`src/rtl/program_loader_if.sv`:
```
// Host word stream and memory write port of the boot-time program loader.
// The loader side uses the slave modport; the host/memory side uses master.
interface program_loader_if #(
    parameter int WORD_SIZE  = 4,
    parameter int ADDR_WIDTH = 4
) ();
    logic                  in_valid;
    logic                  in_ready;
    logic [WORD_SIZE-1:0]  in_data;
    logic                  mem_we;
    logic [ADDR_WIDTH-1:0] mem_addr;
    logic [WORD_SIZE-1:0]  mem_wdata;

    modport slave (
        input  in_valid,
        input  in_data,
        output in_ready,
        output mem_we,
        output mem_addr,
        output mem_wdata
    );

    modport master (
        output in_valid,
        output in_data,
        input  in_ready,
        input  mem_we,
        input  mem_addr,
        input  mem_wdata
    );
endinterface

```
`src/rtl/program_loader.sv`:
```
// Boot-time program loader: streams words into memory 0..MEM_DEPTH-1, verifies a
// trailing modular-sum checksum and releases the CPU from reset only on success.
module program_loader #(
    parameter int WORD_SIZE  = 4,
    parameter int ADDR_WIDTH = 4
) (
    input  logic                   clk,
    input  logic                   reset,
    input  logic                   load_start,
    program_loader_if.slave        bus,
    output logic                   cpu_reset,
    output logic                   loaded,
    output logic                   load_error
);
    localparam int MEM_DEPTH = 2 ** ADDR_WIDTH;
    localparam logic [ADDR_WIDTH-1:0] LAST_ADDR = ADDR_WIDTH'(MEM_DEPTH - 1);

    typedef enum logic [2:0] {
        IDLE  = 3'd0,
        LOAD  = 3'd1,
        CHECK = 3'd2,
        RUN   = 3'd3,
        ERROR = 3'd4
    } state_t;

    state_t                state_q;
    logic [ADDR_WIDTH-1:0] addr_cnt_q;
    logic [WORD_SIZE-1:0]  sum_q;
    logic                  mem_we_q;
    logic [ADDR_WIDTH-1:0] mem_addr_q;
    logic [WORD_SIZE-1:0]  mem_wdata_q;
    logic                  cpu_reset_q;
    logic                  loaded_q;
    logic                  load_error_q;

    logic                  in_ready_d;
    logic                  accept_d;
    logic [WORD_SIZE-1:0]  sum_d;

    // load_start blocks the handshake so a restart never swallows a host beat
    always_comb begin
        in_ready_d = 1'b0;
        if (((state_q == LOAD) || (state_q == CHECK)) && !load_start) begin
            in_ready_d = 1'b1;
        end else begin
            in_ready_d = 1'b0;
        end
        accept_d = in_ready_d & bus.in_valid;
        sum_d    = sum_q + bus.in_data;
    end

    // Loader state machine with registered memory port and status outputs
    always_ff @(posedge clk) begin
        if (reset) begin
            state_q      <= IDLE;
            addr_cnt_q   <= '0;
            sum_q        <= '0;
            mem_we_q     <= 1'b0;
            mem_addr_q   <= '0;
            mem_wdata_q  <= '0;
            cpu_reset_q  <= 1'b1;
            loaded_q     <= 1'b0;
            load_error_q <= 1'b0;
        end else begin
            mem_we_q <= 1'b0;
            if (load_start) begin
                state_q      <= LOAD;
                addr_cnt_q   <= '0;
                sum_q        <= '0;
                cpu_reset_q  <= 1'b1;
                loaded_q     <= 1'b0;
                load_error_q <= 1'b0;
            end else begin
                case (state_q)
                    LOAD: begin
                        if (accept_d) begin
                            mem_we_q    <= 1'b1;
                            mem_addr_q  <= addr_cnt_q;
                            mem_wdata_q <= bus.in_data;
                            sum_q       <= sum_d;
                            addr_cnt_q  <= addr_cnt_q + 1'b1;
                            if (addr_cnt_q == LAST_ADDR) begin
                                state_q <= CHECK;
                            end else begin
                                state_q <= LOAD;
                            end
                        end else begin
                            state_q <= LOAD;
                        end
                    end
                    CHECK: begin
                        if (accept_d) begin
                            if (bus.in_data == sum_q) begin
                                state_q     <= RUN;
                                cpu_reset_q <= 1'b0;
                                loaded_q    <= 1'b1;
                            end else begin
                                state_q      <= ERROR;
                                load_error_q <= 1'b1;
                            end
                        end else begin
                            state_q <= CHECK;
                        end
                    end
                    IDLE, RUN, ERROR: begin
                        state_q <= state_q;
                    end
                    default: begin
                        state_q      <= IDLE;
                        cpu_reset_q  <= 1'b1;
                        loaded_q     <= 1'b0;
                        load_error_q <= 1'b0;
                    end
                endcase
            end
        end
    end

    assign bus.in_ready  = in_ready_d;
    assign bus.mem_we    = mem_we_q;
    assign bus.mem_addr  = mem_addr_q;
    assign bus.mem_wdata = mem_wdata_q;
    assign cpu_reset     = cpu_reset_q;
    assign loaded        = loaded_q;
    assign load_error    = load_error_q;
endmodule

```
`src/flat_wrapper.sv`:
```
// flat-port wrapper written by rule: the top's interface ports become plain ports
module program_loader_flat 
#(
    parameter int WORD_SIZE  = 4,
    parameter int ADDR_WIDTH = 4
)
  (clk, reset, load_start, cpu_reset, loaded, load_error, bus_in_valid, bus_in_data, bus_in_ready, bus_mem_we, bus_mem_addr, bus_mem_wdata);
  program_loader_if #(.WORD_SIZE(WORD_SIZE), .ADDR_WIDTH(ADDR_WIDTH)) bus_i ();
  input  logic clk;
  input  logic reset;
  input  logic load_start;
  output logic cpu_reset;
  output logic loaded;
  output logic load_error;
  input wire logic [$bits(bus_i.in_valid)-1:0] bus_in_valid;
  input wire logic [$bits(bus_i.in_data)-1:0] bus_in_data;
  output wire logic [$bits(bus_i.in_ready)-1:0] bus_in_ready;
  output wire logic [$bits(bus_i.mem_we)-1:0] bus_mem_we;
  output wire logic [$bits(bus_i.mem_addr)-1:0] bus_mem_addr;
  output wire logic [$bits(bus_i.mem_wdata)-1:0] bus_mem_wdata;
  assign bus_i.in_valid = bus_in_valid;
  assign bus_i.in_data = bus_in_data;
  assign bus_in_ready = bus_i.in_ready;
  assign bus_mem_we = bus_i.mem_we;
  assign bus_mem_addr = bus_i.mem_addr;
  assign bus_mem_wdata = bus_i.mem_wdata;
  program_loader #(.WORD_SIZE(WORD_SIZE), .ADDR_WIDTH(ADDR_WIDTH)) u_core (.clk(clk), .reset(reset), .load_start(load_start), .bus(bus_i), .cpu_reset(cpu_reset), .loaded(loaded), .load_error(load_error));
endmodule
```
`config.mk`:
```
export PLATFORM = sky130hd
export DESIGN_NAME = program_loader_flat
export DESIGN_NICKNAME = d
export VERILOG_FILES = /design/src/rtl/program_loader_if.sv /design/src/rtl/program_loader.sv /design/src/flat_wrapper.sv
export SDC_FILE = /design/constraint.sdc
export NUM_CORES = 1
export LEC_CHECK = 0
export CAP_MARGIN = 10
export CORE_MARGIN = 4
export CORE_UTILIZATION = 45
export DETAILED_ROUTE_END_ITERATION = 12
export PLACE_DENSITY = 0.77
export SLEW_MARGIN = 10
export SYNTH_ARGS = -nofsm -noshare
export SYNTH_HDL_FRONTEND = slang
export SYNTH_SLANG_ARGS = --single-unit
```
`constraint.sdc`:
```
create_clock -name clk -period 1.6 [get_ports clk]
set_input_delay 0.32 -clock clk [delete_from_list [all_inputs] [get_ports clk]]
set_output_delay 0.32 -clock clk [all_outputs]
set_load 0.005 [all_outputs]
```
## Yosys cells after proc, flatten, opt, wreduce, memory -nomap -nowiden

Cells that the tools add are included.

- Add/subtract/negate cells: 2
- Equality and inequality tests: 10
- Mux-type cells: 17
- Bitwise logic cells: 4
- Reductions and logical operators: 12

Operators with widths:

| kind | number |
|---|---|
| $mux W1 | 9 |
| $pmux W3 S3 | 1 |
| $reduce_and A3 Y1 | 3 |
| $eq A3 B2 Y1 const B | 2 |
| $mux W3 | 2 |
| $ne A2 B2 Y1 const B | 3 |
| $pmux W1 S2 | 3 |
| $reduce_or A3 Y1 | 2 |
| $add A4 B1 Y4 const B | 1 |
| $add A4 B4 Y4 | 1 |
| $eq A4 B4 Y1 | 1 |
| $eq A4 B4 Y1 const B | 1 |
| $mux W2 | 2 |
| $reduce_or A4 Y1 | 1 |
| $eq A3 B1 Y1 const B | 1 |
| $eq A3 B3 Y1 const B | 1 |
| $logic_not A3 Y1 | 1 |
| $not A1 Y1 | 3 |
| $ne A2 B1 Y1 const B | 1 |
| $reduce_and A2 Y1 | 1 |
| $reduce_or A2 Y1 | 1 |
| $and A1 B1 Y1 | 1 |
| $logic_and A1 B1 Y1 | 1 |
| $logic_not A1 Y1 | 1 |
| $logic_or A1 B1 Y1 | 1 |

- Register bits after elaboration: 23
- Input port bits: 8

## Longest topological paths before layout

Gate-level depths: netlist of the first run.

- Word-level depth: 8
- Depth in mapped cells: 7
- Gate-level depth less buffers: 5

## Worst setup path after synthesis of the first run

OpenSTA, ideal clock, no wires.

- Kind: in2reg
- From: in bus_in_data[0]
- To: reg u_core.state_q[2]
- Setup time: 130 ps
- Data arrival time: 1490 ps
- Required time: 1470 ps
- Path slack: -20 ps
- Stages on the path: 5
- Cells stage by stage: ha_1 or3_1 or2_2 a31oi_1 nor3_1

- Word-level cells in the longest chain between the ends: 4

Ends and longest elaborated chain:

| item | RTL line | source |
|---|---|---|
| start: declaration | flat_wrapper.sv:16 | `input wire logic [$bits(bus_i.in_data)-1:0] bus_in_data;` |
| $eq A4 B4 Y1 | program_loader.sv:93 | `if (bus.in_data == sum_q) begin` |
| $mux W3 | program_loader.sv:93 |  |
| $mux W3 | program_loader.sv:92 | `if (accept_d) begin` |
| $pmux W3 S3 | program_loader.sv:74 | `case (state_q)` |
| end signal: assignment | program_loader.sv:106 | `state_q <= state_q;` |
| end: declaration | program_loader.sv:26 | `state_t state_q;` |

Every way passes these cells.
A chain may end at the register's enable or synchronous reset.

## Worst setup path in the final report of the first run

- From: reg u_core.sum_q[2]
- To: reg u_core.state_q[2]

- Word-level cells in the longest chain between the ends: 4

Ends and longest elaborated chain:

| item | RTL line | source |
|---|---|---|
| start: declaration | program_loader.sv:28 | `logic [WORD_SIZE-1:0] sum_q;` |
| start signal: assignment | program_loader.sv:80 | `sum_q <= sum_d;` |
| $eq A4 B4 Y1 | program_loader.sv:93 |  |
| $mux W3 | program_loader.sv:93 |  |
| $mux W3 | program_loader.sv:92 |  |
| $pmux W3 S3 | program_loader.sv:74 |  |

Every way passes these cells.

==> results of run 1 <==
[power by group]
group	switching, uW	internal [uW]
logic	59.6	63.0
registers	4.89	579
clock network	172	97.8
total	237	740
[synth_stat cells, drive strengths merged (4+ instances only)]
cell type / instances / area, um2
buf: 6 / 38.79
a21oi: 19 / 95.09
a211oi: 4 / 30.03
nor3: 4 / 20.02
nand2: 26 / 100.1
nor2: 7 / 26.28
ha: 4 / 50.05
dfxtp: 23 / 460.4
[stage by stage]
step	util	setup WS [ns]	hold WS (ns)	instances
3_5_place_dp	0.6129	-0.4974	0.4486	182
6_report	0.6538	0.04164	0.4209	186
2_1_floorplan	-	0.03193	0.4400	128
4_1_cts	0.6314	0.0009599	0.4225	186
5_1_grt	0.6538	-0.005384	0.4152	186
3_3_place_gp	0.6129	-0.4607	0.4418	182
[cell type report]
cell class	count	share of cell area
Timing Repair Buffer	34	0.2057
Clock buffer	4	0.01799
Multi-Input combinational cell	96	0.4302
Inverter	1	0.002571
Sequential cell	23	0.3196
Tap cell	28	0.02399
[flip-flops by register name (all words and copies together), names as in the netlist]
register	cells
u_core.bus.mem_wdata	4
u_core.load_error	1
u_core.state_q	3
u_core.sum_q	4
u_core.bus.mem_addr	4
u_core.bus.mem_we	1
u_core.addr_cnt_q	4
u_core.loaded	1
u_core.cpu_reset	1
[worst max-delay path: stages, from the launching register on]
cell and delay [ns]:
sky130_fd_sc_hd__dfxtp_2 0.36, sky130_fd_sc_hd__ha_4 0.23, sky130_fd_sc_hd__or3_4 0.42, sky130_fd_sc_hd__or2_4 0.25
sky130_fd_sc_hd__a31oi_1 0.14, sky130_fd_sc_hd__nor3_1 0.06
[kinds of logic after synthesis]
family | Yosys count | synth area share
AOI/OAI and AO/OA | 28 | 0.1435
xor gates and xnor gates | 6 | 0.04902
adders and majority gates | 5 | 0.06535
buffers and inverters | 9 | 0.04668
DFF | 23 | 0.4294
and+or+nand+nor | 57 | 0.2661
[per-layer routing]
layer / track usage / vias up / wire length (um)
met4: 0.07947 / 0 / 52
met5: 0 / - / 0
met3: 0.03908 / 5 / 129
met2: 0.2739 / 22 / 1133
met1: 0.1986 / 449 / 1134
li1: - / 496 / -
[cells in the final DEF, fill, tap and decap left out, drive strengths merged, types with 3 or more instances in the layout]
cell type,count
dlygate4sd2,4
ha,4
a21oi,19
nor2,7
clkbuf,4
dfxtp,23
o21ai,3
a211oi,4
or3,3
clkdlybuf4s50,16
nor3,4
nand2,26
xor2,3
nand3,3
buf,14
xnor2,3
[worst paths after layout]
check,startpoint,end
setup / recovery,u_core.sum_q[2]$_SDFFE_PP0P_,u_core.state_q[2]$_SDFFE_PP0P_
hold / removal,bus_in_data[2],u_core.bus.mem_wdata[2]$_SDFFE_PP0P_
setup reg to reg,u_core.sum_q[2]$_SDFFE_PP0P_,u_core.state_q[2]$_SDFFE_PP0P_
hold reg to reg,u_core.cpu_reset$_SDFFE_PP1P_,u_core.cpu_reset$_SDFFE_PP1P_
[repair_timing]
item                       in CTS  in global routing
cloned                          0                  0
hold buffers                    0                  0
setup endpoints to repair       8                  6
gates resized for setup         8                 13
pin swaps                       4                  4
==> results.tsv, run 1 <==
metric	value	unit
Die W	56.82	um
Worst-Skew Late Latency	0.32	ns
hold path depth	3	
final hold viol count	0	
number of violations of the max-capacitance limit	0	
slew at the pin with the worst max-slew slack	0.3502	ns
achievable frequency	641.7	MHz
Setup Fix Bufs, Post-CTS	0	
P&R area growth vs syn	36.17	%
multi-input logic area	628.1	um2
WL final	2449	um
# IOs	21	
Initial Utilization	0.4801	
HPWL after detailed placement	1726	um
power density over cell area	669.3	nW/um2
vias per cell	5.226	
number of cells on the worst reg-to-reg path	5	
input/output buffers	20	
Post-Layout Inst Area	1460	um2
Syn Nets	141	
nature of the critical path startpoint	register	
clock sink total	23	
element type at the critical path end	register	
Slew headroom	0.7657	
Final Setup Violations	0	
number of warnings reported in the yosys synthesis log	0	
Die Ht	56.82	um
synthesis-stage register bit count	23	
reg-to-reg setup timing slack	0.04	ns
via count of the first global-routing pass	1000	
residual overflow from global routing	0	
core region area	2233	um2
most common flop cell mapped by yosys	sky130_fd_sc_hd__dfxtp_1	
layout cell share with drive strength beyond 1	0.2215	
total routing resource utilization after global routing	0.1652	
total of fill cells in the finished design	208	
critical path peak fanout	4	
total clock buffers created by CTS	3	
FP Rows	17	
GP Congestion	0.7673	
Crit path required time	1.82	ns
nets	172	
Post-Syn Area per Cell	8.377	um2
first-pass GRT wire length	4264	um
vias post-DR	972	
status	completed	
Iter 0 DRT Violations	9	
CTS Buffer Depth	2	
Synth Cell Area	1072	um2
Final Max Tran Viols	0	
arrival time reported for the critical path endpoint	1.78	ns
number of enable flip-flop cells after synthesis	0	
critical path start-end classification	reg2reg	
RSZ-0062 raised after global routing	yes	
clock-pin slew of the registers on the worst-case setup and hold paths	0.13	ns
post-detailed-route wirelength per cell	13.17	um
count of cell types in the netlist	31	
TritonCTS clock tree	built	
cell area after placement	1369	um2
count of nets left with antenna violations after detail routing	0	
Tot Pwr	977.2	uW
class of the most critical hold timing path	in2reg	
cell chosen for the clock root	sky130_fd_sc_hd__clkbuf_4	
total DRC errors in the routed layout	0	
share of synthesized flip-flops with an asynchronous set or reset	0	
post-synthesis cell count	128	
largest net degree at the start of global routing	14	
number of antenna violations at the first check in global routing	0	
shortest clock period the worst path allows after layout	1.558	ns
crit share post-route	0.9740	
total number of H-tree levels	1	
worst ir drop on vdd	0.6743	mV
total negative slack for setup checks	0	ns
FF+latch area	466.7	um2
number of optimization iterations in the first detailed-route pass	4	
final clock skew	0.01336	ns
full die area	3228	um2
leakage power of the design	0.0005208	uW
proportion of synthesized chip area in sequential cells	0.4294	
diodes inserted	0	
No activity file was read; power rests on OpenSTA's default activity.
==> run 2, diff against run 1 <==
--- a/config.mk
+++ b/config.mk
@@ -10,7 +10,7 @@
 export CORE_UTILIZATION = 45
 export DETAILED_ROUTE_END_ITERATION = 12
 export PLACE_DENSITY = 0.77
-export SLEW_MARGIN = 10
+export SLEW_MARGIN = 25
 export SYNTH_ARGS = -nofsm -noshare
 export SYNTH_HDL_FRONTEND = slang
 export SYNTH_SLANG_ARGS = --single-unit
==> results of run 2 <==
No change in the layout: final DEF, timing and power equal those of run 1.
==> run 3, diff against run 2 <==
--- a/config.mk
+++ b/config.mk
@@ -10,6 +10,7 @@
 export CORE_UTILIZATION = 45
 export DETAILED_ROUTE_END_ITERATION = 12
 export PLACE_DENSITY = 0.77
+export REMOVE_ABC_BUFFERS = 1
 export SLEW_MARGIN = 25
 export SYNTH_ARGS = -nofsm -noshare
 export SYNTH_HDL_FRONTEND = slang
==> run 3 against run 2 <==
Sequential share of layout area is 1.1 points lower. Utilization grew 2.5 points. Via count up 5.5%. Hold slack worse by 0.0037 ns. Clock power up 3%. Sequential power hardly changed. Largest cell class unchanged. Clock skew down 0.011 ns. Maximum frequency is 1.6% lower. Critical path depth unchanged. First-iteration DRC count rose to 2.7 times the previous value.
==> results.tsv, run 3 (synthesized netlist as in run 1, its figures left out) <==
metric	value	unit
nets	174	
TritonCTS clock tree	built	
total routing resource utilization after global routing	0.1687	
CTS Buffer Depth	2	
nature of the critical path startpoint	register	
HPWL after detailed placement	1815	um
met1 track demand over resource	0.1813	
input/output buffers	20	
GP Congestion	0.7276	
Initial Utilization	0.4801	
P&R area growth vs syn	41.31	%
final hold viol count	0	
via count of the first global-routing pass	1005	
power density over cell area	660.1	nW/um2
vias per cell	5.452	
full die area	3228	um2
first-pass GRT wire length	4312	um
minimum setup slack after placement	-0.5321	ns
CP max stage cell	sky130_fd_sc_hd__or3_4	
number of cells on the worst reg-to-reg path	5	
leakage power of the design	0.0005371	uW
worst setup slack after layout	0.01555	ns
core region area	2233	um2
total negative slack for setup checks	0	ns
critical path start-end classification	reg2reg	
crit path capture	u_core.state_q[2]$_SDFFE_PP0P_	
largest net degree at the start of global routing	15	
total number of H-tree levels	1	
clock sink total	23	
FP Rows	17	
GR Util met3	0.03678	
vias post-DR	1025	
element type at the critical path end	register	
shortest clock period the worst path allows after layout	1.584	ns
most frequent standard cell in the layout excluding fill and tap cells	sky130_fd_sc_hd__nand2_1	
slew at the pin with the worst max-slew slack	0.3014	ns
Slew headroom	0.7991	
Most Used Layer, Global Route	met2	
diodes inserted	0	
Die Ht	56.82	um
Final Setup Violations	0	
worst flop-to-flop path startpoint	u_core.sum_q[2]$_SDFFE_PP0P_	
post-detailed-route wirelength per cell	15.06	um
reg-to-reg setup timing slack	0.02	ns
total DRC errors in the routed layout	0	
layout cell share with drive strength beyond 1	0.2813	
CP startpoint	u_core.sum_q[2]$_SDFFE_PP0P_	
cell chosen for the clock root	sky130_fd_sc_hd__clkbuf_4	
Final Max Tran Viols	0	
number of violations of the max-capacitance limit	0	
worst ir drop on vdd	0.5871	mV
critical path peak fanout	4	
Worst-Skew Late Latency	0.32	ns
status	completed	
final core utilization	0.6784	
crit share post-route	0.9903	
M2 GR Usage	0.3003	
Tot Pwr	1000	uW
class of the most critical hold timing path	in2reg	
count of nets left with antenna violations after detail routing	0	
arrival time reported for the critical path endpoint	1.80	ns
# IOs	21	
WL final	2832	um
number of antenna violations at the first check in global routing	0	
residual overflow from global routing	0	
top library cells by usage in the layout, fill and taps aside	sky130_fd_sc_hd__nand2_1, sky130_fd_sc_hd__dfxtp_1, sky130_fd_sc_hd__a21oi_1, sky130_fd_sc_hd__clkdlybuf4s50_1, sky130_fd_sc_hd__buf_4	
Crit path required time	1.81	ns
RSZ-0062 raised after global routing	yes	
slowest cell delay on critical path	0.39	ns
total clock buffers created by CTS	3	
final clock skew	0.002678	ns
achievable frequency	631.1	MHz
hold-fix buffers at CTS	0	
number of optimization iterations in the first detailed-route pass	4	
end of the worst register-to-register path	u_core.state_q[2]$_SDFFE_PP0P_	
Iter 0 DRT Violations	24	
Cell Chain, Critical Path	ha_4 > or3_4 > or2_4 > a31oi_4 > nor3_1	
clock-pin slew of the registers on the worst-case setup and hold paths	0.13	ns
Die W	56.82	um
[run 3: cell count changes in the layout (fill, tap and decap cells not counted), sizes merged]
cell,before,now
buf,14,16
clkinv,0,1
dlygate4sd2,4,3
[run 3: area by class of cell]
type                            count  area (um2)
Inverter                            1       3.754
Clock inverter                      1       5.005
Timing Repair Buffer               36       319.1
Clock buffer                        3       22.52
Fill cell                         178       718.2
Tap cell                           28       35.03
Sequential cell                    23       467.9
Multi-Input combinational cell     96       661.9
[run 3: report_power, final]
group	switching [uW]	internal [uW]	total, uW
registers	5.46	580	585
logic	66.7	70.7	137
clock network	184	93.8	277
[run 3: what timing repair did]
item,CTS,global route
pin swaps,5,3
buffers inserted,1,1
resized for setup,16,17
setup endpoints to repair,8,8
[run 3: critical path, delay by kind of cell (launching register included)]
kind | cells | cell delay, ns
compound gates | 1 | 0.16
fa+ha+maj | 1 | 0.24
flops | 1 | 0.36
simple gates | 3 | 0.72
[run 3: through the flow]
step	instances	hold slack, ns	area (um2)
after floorplan	120	0.3891	1026
after global placement	182	0.4454	1366
after detailed placement	182	0.4453	1366
after CTS	187	0.3836	1443
after global routing	188	0.4375	1515
final	188	0.4173	1515
[run 3: how the worst min path moves through the flow]
stage | startpoint | to | slack, ns | cells after the start
after floorplan | reset | u_core.bus.mem_addr[0]$_SDFFE_PP0P_ | 0.39 | 1
after global placement | u_core.bus.mem_wdata[1]$_SDFFE_PP0P_ | u_core.bus.mem_wdata[1]$_SDFFE_PP0P_ | 0.45 | 2
after detailed placement | u_core.bus.mem_addr[2]$_SDFFE_PP0P_ | u_core.bus.mem_addr[2]$_SDFFE_PP0P_ | 0.45 | 2
after CTS | bus_in_data[0] | u_core.bus.mem_wdata[0]$_SDFFE_PP0P_ | 0.38 | 3
after global routing | bus_in_data[0] | u_core.bus.mem_wdata[0]$_SDFFE_PP0P_ | 0.44 | 3
final | bus_in_data[0] | u_core.bus.mem_wdata[0]$_SDFFE_PP0P_ | 0.42 | 3
[run 3: metal layers]
layer  part of all wire  wire length [um]
met5                  0                 0
met2               0.53              1499
met4              0.029                83
met1               0.40              1128
met3              0.042               120
